===== src/rtl/sfft_pkg.sv =====
// Shared constants, state encoding and arithmetic helpers for the 8x8 SFFT.
// The twiddle tables and the round/saturate step are common to both passes.
package sfft_pkg;

  localparam int DW        = 12;
  localparam int TWF       = 10;
  localparam int N         = 8;
  localparam int M         = 8;
  localparam int ACC_W     = 2 * DW + 3;
  localparam int RND_SHIFT = 13;

  localparam logic signed [ACC_W-1:0] RND_ADD = ACC_W'(4096);
  localparam logic signed [ACC_W-1:0] SAT_HI  = ACC_W'(2047);
  localparam logic signed [ACC_W-1:0] SAT_LO  = -ACC_W'(2048);

  localparam logic signed [DW-1:0] TW_ONE = DW'(1 << TWF);
  localparam logic signed [DW-1:0] TW_R2  = DW'(724);

  typedef enum logic [1:0] {
    LOAD = 2'd0,
    ROW  = 2'd1,
    COL  = 2'd2,
    OUT  = 2'd3
  } state_t;

  function automatic logic signed [DW-1:0] cos_tab(input logic [2:0] t);
    case (t)
      3'd0:       return TW_ONE;
      3'd1, 3'd7: return TW_R2;
      3'd2, 3'd6: return '0;
      3'd3, 3'd5: return -TW_R2;
      default:    return -TW_ONE;
    endcase
  endfunction

  // sin(2*pi*t/8) == cos(2*pi*(t-2)/8); the 3-bit subtraction wraps mod 8
  function automatic logic signed [DW-1:0] sin_tab(input logic [2:0] t);
    return cos_tab(t - 3'd2);
  endfunction

  function automatic logic signed [DW-1:0] rnd_sat(input logic signed [ACC_W-1:0] v);
    logic signed [ACC_W-1:0] q;
    q = (v + RND_ADD) >>> RND_SHIFT;
    if (q > SAT_HI) begin
      q = SAT_HI;
    end else if (q < SAT_LO) begin
      q = SAT_LO;
    end
    return q[DW-1:0];
  endfunction

endpackage


===== src/rtl/sfft_cmac.sv =====
// Registered complex multiply-accumulate with clear-on-first-term.
// conj=1 multiplies by (c - js), conj=0 by (c + js); output is rounded/saturated.
module sfft_cmac
  import sfft_pkg::*;
(
  input  logic                 clk,
  input  logic                 rst_n,
  input  logic                 en,
  input  logic                 clr,
  input  logic                 conj,
  input  logic signed [DW-1:0] a_re,
  input  logic signed [DW-1:0] a_im,
  input  logic signed [DW-1:0] c,
  input  logic signed [DW-1:0] s,
  output logic signed [DW-1:0] y_re,
  output logic signed [DW-1:0] y_im
);

  logic signed [2*DW-1:0]  p_rc, p_is, p_ic, p_rs;
  logic signed [ACC_W-1:0] term_re, term_im;
  logic signed [ACC_W-1:0] acc_re_reg, acc_im_reg;

  assign p_rc = (2*DW)'(a_re) * (2*DW)'(c);
  assign p_is = (2*DW)'(a_im) * (2*DW)'(s);
  assign p_ic = (2*DW)'(a_im) * (2*DW)'(c);
  assign p_rs = (2*DW)'(a_re) * (2*DW)'(s);

  assign term_re = conj ? (ACC_W'(p_rc) + ACC_W'(p_is)) : (ACC_W'(p_rc) - ACC_W'(p_is));
  assign term_im = conj ? (ACC_W'(p_ic) - ACC_W'(p_rs)) : (ACC_W'(p_ic) + ACC_W'(p_rs));

  always_ff @(posedge clk or negedge rst_n) begin
    if (!rst_n) begin
      acc_re_reg <= '0;
      acc_im_reg <= '0;
    end else if (en) begin
      acc_re_reg <= (clr ? '0 : acc_re_reg) + term_re;
      acc_im_reg <= (clr ? '0 : acc_im_reg) + term_im;
    end
  end

  assign y_re = rnd_sat(acc_re_reg);
  assign y_im = rnd_sat(acc_im_reg);

endmodule


===== src/rtl/sfft_8x8.sv =====
// Sequential 8x8 SFFT: load into buffer A, row pass A->B, column pass B->A, stream A out.
// One complex MAC; each output takes 8 accumulate cycles plus one writeback cycle.
module sfft_8x8
  import sfft_pkg::*;
(
  input  logic          clk,
  input  logic          rst_n,
  input  logic          s_valid,
  output logic          s_ready,
  input  logic [DW-1:0] s_re,
  input  logic [DW-1:0] s_im,
  output logic          m_valid,
  input  logic          m_ready,
  output logic [DW-1:0] m_re,
  output logic [DW-1:0] m_im,
  output logic          m_last,
  output logic          busy
);

  localparam int PTS = N * M;

  state_t     state_reg;
  logic [5:0] load_cnt_reg;
  logic [5:0] out_idx_reg;
  logic [3:0] sub_reg;
  logic [6:0] out_ptr_reg;

  logic [2*DW-1:0] mem_a [PTS];
  logic [2*DW-1:0] mem_b [PTS];
  logic [2*DW-1:0] a_rd_data_reg, b_rd_data_reg;
  logic [5:0]      a_rd_addr, b_rd_addr;
  logic            a_we, b_we;
  logic [5:0]      a_waddr;
  logic [2*DW-1:0] a_wdata;

  logic       mac_en_reg, mac_clr_reg, row_pass_reg, wb_reg;
  logic [2:0] tw_idx_reg;
  logic [5:0] wb_addr_reg;

  logic [2:0] blk_hi, blk_lo, sub_lo, tw_idx;
  logic       in_pass, issue_acc, issue_wb, out_load;

  logic signed [DW-1:0] mac_a_re, mac_a_im, tw_c, tw_s, y_re, y_im;

  assign blk_hi    = out_idx_reg[5:3];
  assign blk_lo    = out_idx_reg[2:0];
  assign sub_lo    = sub_reg[2:0];
  assign in_pass   = (state_reg == ROW) || (state_reg == COL);
  assign issue_acc = in_pass && !sub_reg[3];
  assign issue_wb  = in_pass && sub_reg[3];
  // ROW: t = n*k, COL: t = m*l; 3-bit products give the mod-8 index directly
  assign tw_idx    = (state_reg == ROW) ? sub_lo * blk_hi : sub_lo * blk_lo;
  assign out_load  = (state_reg == OUT) && !out_ptr_reg[6] && (!m_valid || m_ready);

  // OUT keeps the RAM output register equal to A[out_ptr]: prefetch the next beat only when one is taken
  always_comb begin
    a_rd_addr = '0;
    if (state_reg == ROW) begin
      a_rd_addr = {sub_lo, blk_lo};
    end else if (state_reg == OUT) begin
      a_rd_addr = out_load ? out_ptr_reg[5:0] + 6'd1 : out_ptr_reg[5:0];
    end
  end

  assign b_rd_addr = {blk_hi, sub_lo};

  always_comb begin
    a_we    = 1'b0;
    a_waddr = load_cnt_reg;
    a_wdata = {s_re, s_im};
    if (state_reg == LOAD && s_valid && s_ready) begin
      a_we = 1'b1;
    end else if (wb_reg && !row_pass_reg) begin
      a_we    = 1'b1;
      a_waddr = wb_addr_reg;
      a_wdata = {y_re, y_im};
    end
  end

  assign b_we = wb_reg && row_pass_reg;

  always_ff @(posedge clk) begin
    if (a_we) begin
      mem_a[a_waddr] <= a_wdata;
    end
    a_rd_data_reg <= mem_a[a_rd_addr];
  end

  always_ff @(posedge clk) begin
    if (b_we) begin
      mem_b[wb_addr_reg] <= {y_re, y_im};
    end
    b_rd_data_reg <= mem_b[b_rd_addr];
  end

  // MAC controls trail the read issue by one cycle to line up with the registered RAM data;
  // the last writeback of a pass therefore lands in the first cycle of the next state
  always_ff @(posedge clk or negedge rst_n) begin
    if (!rst_n) begin
      mac_en_reg   <= 1'b0;
      mac_clr_reg  <= 1'b0;
      row_pass_reg <= 1'b0;
      wb_reg       <= 1'b0;
      tw_idx_reg   <= '0;
      wb_addr_reg  <= '0;
    end else begin
      mac_en_reg   <= issue_acc;
      mac_clr_reg  <= issue_acc && (sub_reg == 4'd0);
      row_pass_reg <= (state_reg == ROW);
      wb_reg       <= issue_wb;
      tw_idx_reg   <= tw_idx;
      wb_addr_reg  <= out_idx_reg;
    end
  end

  assign mac_a_re = row_pass_reg ? a_rd_data_reg[2*DW-1:DW] : b_rd_data_reg[2*DW-1:DW];
  assign mac_a_im = row_pass_reg ? a_rd_data_reg[DW-1:0]    : b_rd_data_reg[DW-1:0];
  assign tw_c     = cos_tab(tw_idx_reg);
  assign tw_s     = sin_tab(tw_idx_reg);

  sfft_cmac u_cmac (
    .clk   (clk),
    .rst_n (rst_n),
    .en    (mac_en_reg),
    .clr   (mac_clr_reg),
    .conj  (row_pass_reg),
    .a_re  (mac_a_re),
    .a_im  (mac_a_im),
    .c     (tw_c),
    .s     (tw_s),
    .y_re  (y_re),
    .y_im  (y_im)
  );

  always_ff @(posedge clk or negedge rst_n) begin
    if (!rst_n) begin
      state_reg    <= LOAD;
      s_ready      <= 1'b1;
      m_valid      <= 1'b0;
      m_last       <= 1'b0;
      m_re         <= '0;
      m_im         <= '0;
      busy         <= 1'b0;
      load_cnt_reg <= '0;
      out_idx_reg  <= '0;
      sub_reg      <= '0;
      out_ptr_reg  <= '0;
    end else begin
      case (state_reg)
        LOAD: begin
          if (s_valid && s_ready) begin
            load_cnt_reg <= load_cnt_reg + 6'd1;
            if (load_cnt_reg == 6'(PTS - 1)) begin
              state_reg <= ROW;
              s_ready   <= 1'b0;
              busy      <= 1'b1;
            end
          end
        end
        ROW, COL: begin
          if (sub_reg[3]) begin
            sub_reg     <= '0;
            out_idx_reg <= out_idx_reg + 6'd1;
            if (out_idx_reg == 6'(PTS - 1)) begin
              state_reg <= (state_reg == ROW) ? COL : OUT;
            end
          end else begin
            sub_reg <= sub_reg + 4'd1;
          end
        end
        OUT: begin
          if (m_valid && m_ready) begin
            m_valid <= 1'b0;
          end
          if (out_load) begin
            m_valid     <= 1'b1;
            m_re        <= a_rd_data_reg[2*DW-1:DW];
            m_im        <= a_rd_data_reg[DW-1:0];
            m_last      <= (out_ptr_reg[5:0] == 6'(PTS - 1));
            out_ptr_reg <= out_ptr_reg + 7'd1;
          end
          if (m_valid && m_ready && m_last) begin
            state_reg   <= LOAD;
            s_ready     <= 1'b1;
            busy        <= 1'b0;
            m_last      <= 1'b0;
            out_ptr_reg <= '0;
          end
        end
        default: state_reg <= LOAD;
      endcase
    end
  end

endmodule


===== config.mk =====
export PLATFORM = sky130hd
export DESIGN_NAME = sfft_8x8
export DESIGN_NICKNAME = d
export VERILOG_FILES = /design/src/rtl/sfft_pkg.sv /design/src/rtl/sfft_cmac.sv /design/src/rtl/sfft_8x8.sv
export SDC_FILE = /design/constraint.sdc
export NUM_CORES = 2
export LEC_CHECK = 0
export ABC_AREA = 1
export CORE_MARGIN = 3
export CORE_UTILIZATION = 55
export DETAILED_ROUTE_END_ITERATION = 10
export DONT_BUFFER_PORTS = 1
export HOLD_SLACK_MARGIN = 0.05
export PLACE_DENSITY = 0.68
export REMOVE_ABC_BUFFERS = 1
export SKIP_LAST_GASP = 1
export SLEW_MARGIN = 5
export SYNTH_ARGS = -nofsm -noshare
export SYNTH_HDL_FRONTEND = slang
export SYNTH_SLANG_ARGS = --single-unit
export TNS_END_PERCENT = 20

===== constraint.sdc =====
create_clock -name clk -period 9.6 [get_ports clk]
set_input_delay 0.96 -clock clk [delete_from_list [all_inputs] [get_ports clk]]
set_output_delay 0.96 -clock clk [all_outputs]
set_load 0.01 [all_outputs]

==> summary.md <==
| Metric | Value |
|---|---|
| Fin worst setup slack | `0.486 ns` |
| Critical path peak fanout | `27` |
| Setup crit start kind | `register` |
| Port Buffer Count | `0` |
| Effective utilization at floorplan | `0.553` |
| Power density cells | `170 nW/um2` |
| Post-synthesis compound-gate area fraction | `0.127` |
| Share of synthesized area spent on multiplexers | `0.000750` |
| Final non-filler cell area | `164000 um2` |
| Number of nets in the final layout | `13000` |
| Cell area after placement | `154000 um2` |
| CP dominant cell by count | `sky130_fd_sc_hd__inv_1` |
| Die ar. | `276000 um2` |
| Worst hold path type | `register to register` |
| Synthesized area divided by synthesized cell count | `12.2 um2` |
| Clk Tree Root Cell | `sky130_fd_sc_hd__clkbuf_16` |
| Count of synthesis-stage warnings from yosys | `0` |
| Setup repair after global routing missed its margin | `true` |
| Setup crit end kind | `register` |
| DP HPWL | `252 mm` |
| EDFF count, synth | `3072` |
| Worst-case clock buffer depth | `4` |
| Max Cap Violations | `0` |
| Initial DRC count | `11600` |
| Most common library cells after synthesis | `sky130_fd_sc_hd__edfxtp_1, sky130_fd_sc_hd__nor2_1, sky130_fd_sc_hd__o21ai_0` |
| Worst Path Class, Setup | `register to register` |
| Pleak | `57.6 nW` |
| Largest family of logic cells by synthesized area | `compound AO/OA/AOI/OAI gates` |
| Final clock period utilization by the worst path | `0.949` |
| # IOs | `56` |
| Proportion of netlist area held by the largest area contributor | `0.621` |
| Total clock buffers created by CTS | `328` |
| Total of endpoints with negative setup slack in the final report | `0` |
| FILL cells | `20300` |
| Initial antenna violation count | `19` |
| P&R area growth vs syn | `10.7%` |
| Cell taking the most area after synthesis | `sky130_fd_sc_hd__edfxtp_1` |
| Pre-CTS setup slack | `0.465 ns` |
| Number of logic stages on the critical path including buffering | `36` |
| Final Slew Violations | `0` |
| Overall track demand over capacity in global routing | `0.302` |
| Adder and majority cell fraction of the synthesized area | `0.0826` |
| CP max-delay cell | `sky130_fd_sc_hd__fa_1` |
| TritonRoute pass-1 iters | `9` |
| Worst endpoint required time | `10.37 ns` |
| Fin Clk Skew | `0.0633 ns` |
| H-tree depth | `5` |
| DRC violations left | `0` |
| Number of cells on the worst hold path | `2` |
| Cell type group with the largest total delay on the critical path | `adder cells` |
| Highest ir drop seen on vdd | `0.200 mV` |
| Synthesized cell area | `149000 um2` |
| Leftover overflow at the end of global routing | `0` |
| RePlAce Congestion | `0.989` |
| X dimension of the die | `526 um` |
| CP max stage delay | `0.59 ns` |
| Proportion of synthesized chip area in sequential cells | `0.647` |
| Crit path time final | `9.11 ns` |
| Hold violation total from the final report | `0` |
| Via count of the first global-routing pass | `97600` |
| Final Routed Wirelength | `425 mm` |
| Fmax | `110 MHz` |
| Top cells by area, synth | `sky130_fd_sc_hd__edfxtp_1, sky130_fd_sc_hd__fa_1, sky130_fd_sc_hd__o21ai_0, sky130_fd_sc_hd__nor2_1, sky130_fd_sc_hd__ha_1` |
| Post-Synth Simple-Gate Area | `0.0882` |
| Global-route wire length before repair | `626 mm` |
| Routed via count | `100000` |
| Crit path DAT | `9.89 ns` |
| Synth Flop Type | `sky130_fd_sc_hd__edfxtp_1` |
| Registers with the most flip-flops | `mem_a x1536, mem_b x1536` |
| Share of post-route cells with drive strength above 1 | `0.0905` |
| Core box area | `268000 um2` |
| Status | `finished clean` |
| Clk_lat worst skew | `0.94 ns` |
| Count leader, synth | `sky130_fd_sc_hd__edfxtp_1` |
| Pin count of the biggest net entering global routing | `246` |
| Share of flip-flops with an asynchronous set or reset | `0.0358` |
| Number of sinks on the clock net | `3236` |
| Chip Height | `526 um` |
| DRT antenna net count | `0` |
| Unique masters post-synth | `71` |
| Slew HR | `0.157` |
| Row Count | `190` |
| Buffering stage count on the worst path with inverters included | `8` |
| Clock-pin slew reported for the worst setup and hold paths after clock tree synthesis | `0.07 ns` |
| Worst Max-Slew Pin Slew | `1.27 ns` |
| Xor/xnor share of the synthesized area | `0.0142` |
| Synthesis-stage register bit count | `3236` |
| CTS tree | `done` |
| Total chip power | `27.9 mW` |
| Vias per cell | `6.24` |
| Average wire per cell in the routed design | `26.5 um` |
| Synth Instances | `12200` |
| Length in cells of the worst reg-to-reg path | `36` |
-- tightest hold or removal path, cell delays in order, from the launching register on --
cell                      delay, ns
sky130_fd_sc_hd__dfxtp_1       0.32
sky130_fd_sc_hd__nand2_1       0.07
sky130_fd_sc_hd__nand2_1       0.05
-- routing by layer --
metal  GRT usage  wire (um)  vias up
li1            -          -    44100
met2       0.481     199000     4992
met4       0.145      22800        6
met3      0.0530      39400      900
met1       0.404     164000    49900
met5           0         41        -
-- final timing paths --
check / startpoint / end / slack, ns
worst max-delay path: row_pass_reg / u_cmac.acc_re_reg[25] / 0.49
worst min-delay path: a_rd_data_reg[11] / m_im[11] / 0.46
worst max register to register: row_pass_reg / u_cmac.acc_re_reg[25] / 0.49
worst min register to register: a_rd_data_reg[11] / m_im[11] / 0.46
max in group asynchronous: rst_n / sub_reg[0] / 7.64
min in group asynchronous: rst_n / s_ready / 1.04
-- stage by stage --
| stage | utilization | instances | hold slack (ns) | TNS (ns) |
|---|---|---|---|---|
| CTS | 0.612 | 16000 | 0.459 | 0 |
| global route | 0.613 | 16000 | 0.484 | -0.176 |
| finish | 0.613 | 16000 | 0.464 | 0 |
| floorplan | - | 11500 | 0.422 | -1171.29 |
| global placement | 0.573 | 15400 | 0.445 | 0 |
| detailed placement | 0.573 | 15400 | 0.451 | 0 |
-- cell families (layout without fill, tap and decap cells) --
family,count (synthesis),after routing
adders and majority gates,734,734
muxes,11,11
and+or+nand+nor,3266,3266
AOI/OAI and AO/OA,3176,3176
DFF,3236,3236
xor gates and xnor gates,237,237
buffers and inverters,1530,1799
other,0,18
-- power by group --
group	internal (mW)	switching [mW]
clock	7.03	5.38
sequential	15.3	0.00148
combinational	0.0114	0.148
total	22.4	5.53
-- layout make-up --
type / instances / area (um2) / share of cell area
inverter: 819 / 3110 / 0.0189
sequential: 3236 / 96100 / 0.585
timing repair buffer: 389 / 3120 / 0.0190
antenna: 18 / 45.0 / 0.000274
tap: 3552 / 4440 / 0.0270
clock inverter: 174 / 1710 / 0.0104
clock buffer: 417 / 8730 / 0.0531
multi-input combinational: 7424 / 47100 / 0.287
-- timing repair --
item                                   in CTS  in global routing
endpoints found under the hold margin     115                  0
hold buffers                                2                  0
setup buffers                               0                  0
setup endpoints to repair                   0                 10
gates resized for setup                     0                 11
-- placed cells by master, fill, tap and decap left out, drive strengths merged, types with 145 or more instances in the layout --
cell / Yosys / layout
nor2: 2021 / 2021
o211ai: 295 / 295
o221ai: 290 / 290
nand2: 834 / 834
xor2: 147 / 147
a21oi: 227 / 227
clkinv: 11 / 145
inv: 808 / 821
nand3: 308 / 308
buf: 132 / 388
clkbuf: 579 / 417
edfxtp: 3072 / 3072
ha: 323 / 323
o22ai: 485 / 485
o21ai: 1734 / 1734
fa: 411 / 411
No activity file was read; power rests on OpenSTA's default activity.
